--- src/rtl/gfp8_pkg.sv ---
// Shared GFP8 types and constants for the dot-unit scheduler and its accumulator.
package gfp8_pkg;

   localparam int GFP_MAN_W         = 32;
   localparam int GFP_EXP_W         = 8;
   localparam int ALIGN_ZERO_THRESH = 31;

   // Saturation limits for the signed 32-bit accumulated mantissa
   localparam logic signed [GFP_MAN_W-1:0] GFP_MAN_MAX = 32'sh7FFF_FFFF;
   localparam logic signed [GFP_MAN_W-1:0] GFP_MAN_MIN = 32'sh8000_0000;

   typedef enum logic [1:0] {
      IDLE  = 2'd0,
      ISSUE = 2'd1,
      DRAIN = 2'd2,
      DONE  = 2'd3
   } sched_state_e;

endpackage

--- src/rtl/gfp_acc_align.sv ---
// Combinational GFP align + saturating add: the operand with the smaller exponent is
// arithmetic-right-shifted to the larger exponent, then the mantissas are summed with
// signed 32-bit saturation. No renormalisation is applied.
module gfp_acc_align
   import gfp8_pkg::*;
(
   input  logic signed [GFP_MAN_W-1:0] a_man_i,
   input  logic signed [GFP_EXP_W-1:0] a_exp_i,
   input  logic signed [GFP_MAN_W-1:0] b_man_i,
   input  logic signed [GFP_EXP_W-1:0] b_exp_i,
   output logic signed [GFP_MAN_W-1:0] sum_man_o,
   output logic signed [GFP_EXP_W-1:0] sum_exp_o
);

   logic                        a_big;
   logic [GFP_EXP_W:0]          a_exp_x;
   logic [GFP_EXP_W:0]          b_exp_x;
   logic [GFP_EXP_W:0]          diff;
   logic signed [GFP_MAN_W-1:0] big_man;
   logic signed [GFP_MAN_W-1:0] small_man;
   logic signed [GFP_MAN_W-1:0] small_shifted;
   logic signed [GFP_MAN_W:0]   sum_wide;

   // Pick the larger exponent, align the other mantissa and add with saturation
   always_comb begin
      a_big   = (a_exp_i >= b_exp_i);
      a_exp_x = {a_exp_i[GFP_EXP_W-1], a_exp_i};
      b_exp_x = {b_exp_i[GFP_EXP_W-1], b_exp_i};
      // Modular subtraction of sign-extended exponents yields the non-negative gap
      diff      = a_big ? (a_exp_x - b_exp_x) : (b_exp_x - a_exp_x);
      big_man   = a_big ? a_man_i : b_man_i;
      small_man = a_big ? b_man_i : a_man_i;
      if (diff > (GFP_EXP_W+1)'(ALIGN_ZERO_THRESH)) begin
         small_shifted = '0;
      end else begin
         small_shifted = small_man >>> diff[4:0];
      end
      sum_wide = {big_man[GFP_MAN_W-1], big_man} + {small_shifted[GFP_MAN_W-1], small_shifted};
      if (sum_wide[GFP_MAN_W] != sum_wide[GFP_MAN_W-1]) begin
         sum_man_o = sum_wide[GFP_MAN_W] ? GFP_MAN_MIN : GFP_MAN_MAX;
      end else begin
         sum_man_o = sum_wide[GFP_MAN_W-1:0];
      end
      sum_exp_o = a_big ? a_exp_i : b_exp_i;
   end

endmodule

--- src/rtl/gfp8_nv_dot_sched.sv ---
// Sequences one K-reduction on the GFP8 native-vector dot unit: issues back-to-back BRAM
// reads, strobes the dot unit's input valid in step with the read data, captures each dot
// result after the pipeline latency and accumulates them into one GFP result.
module gfp8_nv_dot_sched
   import gfp8_pkg::*;
#(
   parameter int ADDR_W      = 9,
   parameter int CNT_W       = 9,
   parameter int RD_LAT      = 1,
   parameter int DOT_LATENCY = 4
) (
   input  logic                        i_clk,
   input  logic                        i_reset,
   input  logic                        i_cmd_valid,
   output logic                        o_cmd_ready,
   input  logic [ADDR_W-1:0]           i_cmd_left_addr,
   input  logic [ADDR_W-1:0]           i_cmd_right_addr,
   input  logic [CNT_W-1:0]            i_cmd_num_nv,
   output logic                        o_rd_en,
   output logic [ADDR_W-1:0]           o_rd_left_addr,
   output logic [ADDR_W-1:0]           o_rd_right_addr,
   output logic                        o_dot_input_valid,
   input  logic signed [GFP_MAN_W-1:0] i_dot_mantissa,
   input  logic signed [GFP_EXP_W-1:0] i_dot_exponent,
   output logic                        o_res_valid,
   input  logic                        i_res_ready,
   output logic signed [GFP_MAN_W-1:0] o_res_mantissa,
   output logic signed [GFP_EXP_W-1:0] o_res_exponent,
   output logic                        o_busy
);

   // One tap per cycle from read strobe to result capture
   localparam int PIPE_D = RD_LAT + DOT_LATENCY;

   sched_state_e                state_q, state_d;
   logic [CNT_W-1:0]            iss_cnt_q;
   logic [CNT_W-1:0]            res_cnt_q;
   logic [ADDR_W-1:0]           left_q;
   logic [ADDR_W-1:0]           right_q;
   logic [PIPE_D-1:0]           pipe_q;
   logic signed [GFP_MAN_W-1:0] acc_man_q;
   logic signed [GFP_EXP_W-1:0] acc_exp_q;
   logic                        first_q;
   logic signed [GFP_MAN_W-1:0] sum_man;
   logic signed [GFP_EXP_W-1:0] sum_exp;
   logic                        cmd_acc;
   logic                        rd_en;
   logic                        strobe;

   assign cmd_acc = i_cmd_valid && (state_q == IDLE);
   assign rd_en   = (state_q == ISSUE);
   assign strobe  = pipe_q[PIPE_D-1];

   assign o_cmd_ready       = (state_q == IDLE);
   assign o_busy            = (state_q != IDLE);
   assign o_res_valid       = (state_q == DONE);
   assign o_rd_en           = rd_en;
   assign o_rd_left_addr    = left_q;
   assign o_rd_right_addr   = right_q;
   assign o_dot_input_valid = pipe_q[RD_LAT-1];
   assign o_res_mantissa    = acc_man_q;
   assign o_res_exponent    = acc_exp_q;

   // Next-state logic; DRAIN ends on the strobe that carries the final outstanding result
   always_comb begin
      state_d = state_q;
      case (state_q)
         IDLE:  if (cmd_acc) state_d = (i_cmd_num_nv == '0) ? DONE : ISSUE;
         ISSUE: if (iss_cnt_q == CNT_W'(1)) state_d = DRAIN;
         DRAIN: if (strobe && (res_cnt_q == CNT_W'(1))) state_d = DONE;
         DONE:  if (i_res_ready) state_d = IDLE;
         default: state_d = IDLE;
      endcase
   end

   // State register
   always_ff @(posedge i_clk or posedge i_reset) begin
      if (i_reset) state_q <= IDLE;
      else         state_q <= state_d;
   end

   // Read issue counter and wrapping read addresses
   always_ff @(posedge i_clk or posedge i_reset) begin
      if (i_reset) begin
         iss_cnt_q <= '0;
         left_q    <= '0;
         right_q   <= '0;
      end else if (cmd_acc) begin
         iss_cnt_q <= i_cmd_num_nv;
         left_q    <= i_cmd_left_addr;
         right_q   <= i_cmd_right_addr;
      end else if (rd_en) begin
         iss_cnt_q <= iss_cnt_q - CNT_W'(1);
         left_q    <= left_q + ADDR_W'(1);
         right_q   <= right_q + ADDR_W'(1);
      end
   end

   // In-flight tracker: read strobe delayed through BRAM and dot-unit latency
   always_ff @(posedge i_clk or posedge i_reset) begin
      if (i_reset) pipe_q <= '0;
      else         pipe_q <= {pipe_q[PIPE_D-2:0], rd_en};
   end

   gfp_acc_align u_align (
      .a_man_i   (acc_man_q),
      .a_exp_i   (acc_exp_q),
      .b_man_i   (i_dot_mantissa),
      .b_exp_i   (i_dot_exponent),
      .sum_man_o (sum_man),
      .sum_exp_o (sum_exp)
   );

   // Accumulator: the first captured result loads directly, later ones align-and-add
   always_ff @(posedge i_clk or posedge i_reset) begin
      if (i_reset) begin
         acc_man_q <= '0;
         acc_exp_q <= '0;
         first_q   <= 1'b0;
         res_cnt_q <= '0;
      end else if (cmd_acc) begin
         acc_man_q <= '0;
         acc_exp_q <= '0;
         first_q   <= 1'b1;
         res_cnt_q <= i_cmd_num_nv;
      end else if (strobe) begin
         first_q   <= 1'b0;
         res_cnt_q <= res_cnt_q - CNT_W'(1);
         acc_man_q <= first_q ? i_dot_mantissa : sum_man;
         acc_exp_q <= first_q ? i_dot_exponent : sum_exp;
      end
   end

endmodule
--- config.mk ---
export PLATFORM = sky130hd
export DESIGN_NAME = gfp8_nv_dot_sched
export DESIGN_NICKNAME = d
export VERILOG_FILES = /design/src/rtl/gfp8_pkg.sv /design/src/rtl/gfp_acc_align.sv /design/src/rtl/gfp8_nv_dot_sched.sv
export SDC_FILE = /design/constraint.sdc
export NUM_CORES = 1
export LEC_CHECK = 0
export BUFFER_PORTS_ARGS = -buffer_cell sky130_fd_sc_hd__clkbuf_2
export CAP_MARGIN = 15
export CORE_ASPECT_RATIO = 0.75
export CORE_MARGIN = 5
export CORE_UTILIZATION = 50
export DETAILED_ROUTE_END_ITERATION = 8
export GPL_TIMING_DRIVEN = 0
export PLACE_DENSITY = 0.76
export SYNTH_ARGS = -nofsm -noshare
export SYNTH_HDL_FRONTEND = slang
export SYNTH_SLANG_ARGS = --single-unit
--- constraint.sdc ---
create_clock -name i_clk -period 5.6 [get_ports i_clk]
set_input_delay 0.56 -clock i_clk [delete_from_list [all_inputs] [get_ports i_clk]]
set_output_delay 0.56 -clock i_clk [all_outputs]
set_load 0.02 [all_outputs]
# Word level (Yosys, flattened, before mapping)
# Index checks and enable logic that the tools add are counted.
[totals] ff_bits=84 in_bits=71 out_inout_bits=63
[classes] n_addsub=7 order_cmp=2 n_eq_ne=11 shifts=1 mux=29 reduce_logical=9
[op_table] op="$mux W32" count=8
[op_table] op="$mux W9" count=9
[op_table] op="$add A32 B32 Y33" count=1
[op_table] op="$mux W8" count=4
[op_table] op="$sshr A32 B5 Y32" count=1
[op_table] op="$add A9 B1 Y9 const B" count=2
[op_table] op="$eq A9 B1 Y1 const B" count=2
[op_table] op="$sub A8 B8 Y9" count=2
[op_table] op="$sub A9 B1 Y9 const B" count=2
[op_table] op="$mux W2" count=5
[op_table] op="$gt A9 B5 Y1 const B" count=1
[op_table] op="$logic_not A9 Y1" count=1
[op_table] op="$ge A8 B8 Y1" count=1
[op_table] op="$pmux W2 S4" count=1
[op_table] op="$ne A2 B1 Y1 const B" count=3
[op_table] op="$reduce_bool A2 Y1" count=3
[op_table] op="$eq A2 B2 Y1 const B" count=2
[op_table] op="$reduce_and A4 Y1" count=1
[op_table] op="$ne A3 B3 Y1 const B" count=1
[op_table] op="$eq A2 B1 Y1 const B" count=1
[op_table] op="$logic_and A1 B1 Y1" count=2
[op_table] op="$logic_not A2 Y1" count=1
[op_table] op="$mux W1" count=2
[op_table] op="$ne A2 B2 Y1 const B" count=1
[op_table] op="2 further kinds" count=2

# Depth between registers and ports, before layout
[depth] word_depth=10 depth_mapped=27 depth_no_buf=22

# By module
# From an unflattened synthesis, not the netlist that was laid out.
[hier_totals] cells_unflattened=1109 area_unflattened_um2=9778.1
[modules_own_cells] module="gfp_acc_align" n_inst=1 cells_each=698 area_each_um2=5586.6 seq_area_each_um2=0.0
[modules_own_cells] module="gfp8_nv_dot_sched" n_inst=1 cells_each=411 area_each_um2=4191.5 seq_area_each_um2=2102.0

# Worst setup path before layout
# No wires, ideal clock.
[synth_path] kind="input to register" startpoint="input i_dot_exponent[0]" endpoint="register acc_man_q[18], in the netlist o_res_mantissa[18]" t_arrival_ps=5730 required_ps=5467 setup_slack_ps=-263 cell_stages=25 n_path_buf=4 cell_sequence="inv_1 -> ha_1 -> buf_4 -> nand2b_1 -> a31oi_4 -> o211a_4 -> nor2_4 -> buf_6 -> mux2i_1 -> a21boi_2 -> o31ai_2 -> mux2_4 -> buf_6 -> a311oi_2 -> ha_1 -> a211oi_1 -> o211a_1 -> o31ai_2 -> a211oi_1 -> o21ai_1 -> and3_1 -> a31o_2 -> buf_2 -> o311ai_0 -> nand2_1"
[synth_via] elab_chain_cells=10 word_cells_on_any_way=16 cone_classes="add/sub (3); order compare (2); eq/ne (1); shift (1); mux (9)"
[synth_rtl] element="start: declaration" line="gfp8_nv_dot_sched.sv:24" source="input logic signed [GFP_EXP_W-1:0] i_dot_exponent,"
[synth_rtl] element="$sub A8 B8 Y9 / $ge A8 B8 Y1 (equally long branches)" line="gfp_acc_align.sv:30, gfp_acc_align.sv:26"
[synth_rtl] element="$mux W9 / $mux W32 (equally long branches)" line="gfp_acc_align.sv:30, gfp_acc_align.sv:32"
[synth_rtl] element="$gt A9 B5 Y1 / $sshr A32 B5 Y32 (equally long branches)" line="gfp_acc_align.sv:33, gfp_acc_align.sv:36"
[synth_rtl] element="$mux W32" line="gfp_acc_align.sv:33" source="if (diff > (GFP_EXP_W+1)'(ALIGN_ZERO_THRESH)) begin"
[synth_rtl] element="$add A32 B32 Y33 (*)" line="gfp_acc_align.sv:38" source="sum_wide = {big_man[GFP_MAN_W-1], big_man} + {small_shifted[GFP_MAN_W-1], small_shifted};"
[synth_rtl] element="$mux W32 / $ne A1 B1 Y1 (equally long branches)" line="gfp_acc_align.sv:40, gfp_acc_align.sv:39"
[synth_rtl] element="$mux W32 (*)" line="gfp_acc_align.sv:39" source="if (sum_wide[GFP_MAN_W] != sum_wide[GFP_MAN_W-1]) begin"
[synth_rtl] element="$mux W32 (*)" line="gfp8_nv_dot_sched.sv:129" source="acc_man_q <= first_q ? i_dot_mantissa : sum_man;"
[synth_rtl] element="$mux W32 (*)" line="gfp8_nv_dot_sched.sv:126" source="end else if (strobe) begin"
[synth_rtl] element="$mux W32 (*)" line="gfp8_nv_dot_sched.sv:121" source="end else if (cmd_acc) begin"
[synth_rtl] element="end signal: assignment" line="gfp8_nv_dot_sched.sv:129"
[synth_rtl] element="end: declaration" line="gfp8_nv_dot_sched.sv:41" source="logic signed [GFP_MAN_W-1:0] acc_man_q;"
# Every way passes the cells marked *; elsewhere a longest branch is shown, timed or not. The select of a mux whose other input is x is not followed.
# A chain may end at the register's enable or synchronous reset.

# Worst setup path in the final report
[layout_path] startpoint="register acc_exp_q[2], in the netlist o_res_exponent[2]" endpoint="register acc_man_q[16], in the netlist o_res_mantissa[16]"
[layout_via] elab_chain_cells=10 word_cells_on_any_way=16 cone_classes="add/sub (3); order compare (2); eq/ne (1); shift (1); mux (9)"
[layout_rtl] element="start: declaration" line="gfp8_nv_dot_sched.sv:42" source="logic signed [GFP_EXP_W-1:0] acc_exp_q;"
[layout_rtl] element="start signal: assignment" line="gfp8_nv_dot_sched.sv:130" source="acc_exp_q <= first_q ? i_dot_exponent : sum_exp;"
[layout_rtl] element="$sub A8 B8 Y9 / $ge A8 B8 Y1 (equally long branches)" line="gfp_acc_align.sv:30, gfp_acc_align.sv:26"
[layout_rtl] element="$mux W9 / $mux W32 (equally long branches)" line="gfp_acc_align.sv:30, gfp_acc_align.sv:32"
[layout_rtl] element="$gt A9 B5 Y1 / $sshr A32 B5 Y32 (equally long branches)" line="gfp_acc_align.sv:33, gfp_acc_align.sv:36"
[layout_rtl] element="$mux W32" line="gfp_acc_align.sv:33"
[layout_rtl] element="$add A32 B32 Y33 (*)" line="gfp_acc_align.sv:38"
[layout_rtl] element="$mux W32 / $ne A1 B1 Y1 (equally long branches)" line="gfp_acc_align.sv:40, gfp_acc_align.sv:39"
[layout_rtl] element="$mux W32 (*)" line="gfp_acc_align.sv:39"
[layout_rtl] element="$mux W32 (*)" line="gfp8_nv_dot_sched.sv:129"
[layout_rtl] element="$mux W32 (*)" line="gfp8_nv_dot_sched.sv:126"
[layout_rtl] element="$mux W32 (*)" line="gfp8_nv_dot_sched.sv:121"
# Marks and branches as above.

==> results.md <==
- Synth Register Bits: between 80 and 90
- WHS: 0.200 ns
- CTS H-tree depth: 3
- Setup Slack @ Placement: -1.97 ns
- Hold_buf cts: 0
- Area delta synth->final: 33.8%
- # DRC: 0
- Synthesized area per cell: 8.20 um^2
- CTS clk-pin slew, worst paths: 0.07 ns
- Clock Sinks: 84
- Setup TNS: -7.40 ns
- Worst path arrival time: 6.13 ns
- Dpl hpwl: 29300 um
- Slew Viols, Final: 0
- Number of port buffers: 133
- Post-synth EDFFs: 0
- Die X: 172 um
- Sequential share of the synthesized area: 21.3%
- Max Clk Rate: 0.170 GHz
- CP cell instances: ha_1, buf_6, a21o_1, a31oi_4, o211a_4, nor2_4, buf_12, buf_12, mux4_2, mux2_2, mux2i_2, nor2_1, a211oi_2, ha_1, a21oi_1, o211a_1, o31ai_4, a211oi_4, o21ai_2, and3_1, a31o_4, clkbuf_16, o311ai_2, nand2_1
- Top_reg_cell synth: dfrtp_1
- Buf/Inv on CP: 4
- Critical path class: reg2reg
- CP max stage delay: 0.55 ns
- Final Hold Viols: 0
- Syn_nets: about 1300
- Row cnt: 44
- Critical Path RT: 5.84 ns
- Initial DRT Pass Iterations: 7
- Most common cell in the synthesized netlist: nand2_1
- Diodes inserted: 0
- Worst-Margin Slew: around 1.4 ns
- Vias/cell: 6.64
- Post-synth ARST share: 100%
- Slowest stage cell, crit path: mux4_2
- DR iter-0 viols: between 1000 and 1500
- Clock Latency Late Sink: 0.36 ns
- Die Height: ~130 um
- Final setup viols: 31
- Routability Congestion: approximately 1.0
- Synth Warn #: 0
- Vias in the first global route: 10569
- Core area: roughly 19000 um^2
- Final Cycle Share: 105%
- Die ar.: 22700 um^2
- Area of the multi-input gates: 8210 um^2
- Top-area cell type share of the netlist area: 21.3%
- Area leader, netlist: dfrtp_1
- Post-route setup slack: -0.289 ns
- CTS buffer count: 9
- Synth cell count leaders: 225 x nand2_1, 89 x a21oi_1, 84 x dfrtp_1, 82 x nor2_1, 66 x o21ai_0
- Failing checks: setup timing
- Netlist cell types: 89
- GRT Total Usage: 34.3%
- Clock Skew: 0.0113 ns
- Maximum clock path buffer count: 2
- Crit path max-delay family: compound AO/OA/AOI/OAI gates
- WL final: between 40000 and 50000 um
- Critical path depth in cells: 24
- Crit path max fanout: 7
- Layout cells sized above 1: 33.3%
- Tightest Hold Check Type: in2async
- CTS tree: built
- Clock Tree Root: clkbuf_16
- Largest cells by area after synthesis: dfrtp_1 21%, nand2_1 8.6%, ha_1 7.4%, mux2i_1 6.3%, mux4_2 5.0%
- Startpoint Class: flip-flop
- Starting Density: 50.9%
- Via Count: 11166
- Mapped Cells: around 1200
- Drt wl/cell: 24.4 um
- FILL cells: 1546
- Initial antenna violation count: 0
- # Max-Cap Violations: 0
- First-pass GRT wire length: 60600 um
- Largest net degree at the start of global routing: 57
- Final #Nets: 1555
- Status: finished with violations
- # IOs: around 130
- Fin crit period: 5.89 ns
- Global route overflow: 0
- Critical Path Sink Type: flip-flop
- Synth Cell Area: 9870 um^2
- Max_slew headroom: between 8 and 9%
- Final antenna-violating net count: 0
- Sequential cell area: between 2000 and 2500 um^2
- Reg2Reg Depth: 24
- RSZ-0062 raised after global routing: true
[metrics by stage]
stage / util [%] / cells / cell area [um^2]
finish: 68.1 / 1681 / 13200
detailed placement: 56.3 / 1591 / 10900
global placement: 56.2 / 1590 / 10900
CTS: 66.1 / 1671 / 12800
global route: 68.1 / 1681 / 13200
floorplan: - / 1204 / 9900
[cell usage in the layout, fill, tap and decap left out, types with 21 or more instances in the layout]
cell	instances
clkbuf_2	135
dfrtp_1	82
nor2_1	78
buf_4	72
ha_1	40
inv_1	39
xor2_1	31
a21oi_1	77
nand3_1	31
mux4_2	27
o21ai_0	47
nand2_1	221
xnor2_1	26
mux2i_1	49
nand2b_1	21
clkbuf_1	34
[worst reg2reg max path, cell delays in order, from the launching register on]
cell and delay, ns:
dfrtp_1 0.38, ha_1 0.29, buf_6 0.11, a21o_1 0.15
a31oi_4 0.07, o211a_4 0.28, nor2_4 0.19, buf_12 0.17
buf_12 0.14, mux4_2 0.55, mux2_2 0.30, mux2i_2 0.25
nor2_1 0.10, a211oi_2 0.29, ha_1 0.33, a21oi_1 0.18
o211a_1 0.27, o31ai_4 0.12, a211oi_4 0.42, o21ai_2 0.13
and3_1 0.20, a31o_4 0.29, clkbuf_16 0.22, o311ai_2 0.26
nand2_1 0.08
[final timing paths]
check	start	slack (ns)	to
worst min-delay path	i_reset	0.20	o_res_mantissa[28]
max in group asynchronous	i_reset	4.75	iss_cnt_q[3]
min in group i_clk	pipe_q[1]	0.35	pipe_q[2]
worst min register to register	pipe_q[1]	0.35	pipe_q[2]
worst max register to register	o_res_exponent[2]	-0.29	o_res_mantissa[16]
worst max-delay path	o_res_exponent[2]	-0.29	o_res_mantissa[16]
[area by class of cell]
cell class | instances | area share, %
plain buffers | 69 | 4.37
inverters | 42 | 1.21
flip-flops and latches | 84 | 15.9
multi-input cells | 998 | 62.2
clock inverters | 6 | 0.550
repair buffers | 219 | 11.6
clock buffers | 10 | 1.73
well taps | 253 | 2.40
[sequential cells by signal, summed over array words and instances, names as in the netlist, 2 cells and up]
name and cells:
o_res_mantissa 32, iss_cnt_q 9, o_rd_left_addr 9, o_rd_right_addr 9, res_cnt_q 9, o_res_exponent 8, pipe_q 5, state_q 2
[logic make-up after synthesis]
group,synth area share [%]
AO/OA/AOI/OAI,22.8
multiplexers,15.9
XOR/XNOR,5.06
adder cells (fa/ha/maj),7.96
buffers and inverters,5.88
flip-flops,21.3
AND/OR/NAND/NOR,21.1
[per-layer routing]
metal	vias up	global-route usage [%]	routed length (um)
li1	4854	-	-
met1	5385	48.9	17000
met2	784	48.4	16900
met3	143	11.4	5430
met4	0	12.0	1600
met5	-	0	0
[what timing repair did]
item                                    in CTS  in global routing
endpoints found under the setup margin      32                 32
gates resized for setup                    220                 50
buffers inserted                            68                 12
cloned                                       5                  1
pin swaps                                   81                 49
Power is not shown: default switching activity piles up to over one toggle a cycle in this logic, so the estimate is an artifact.
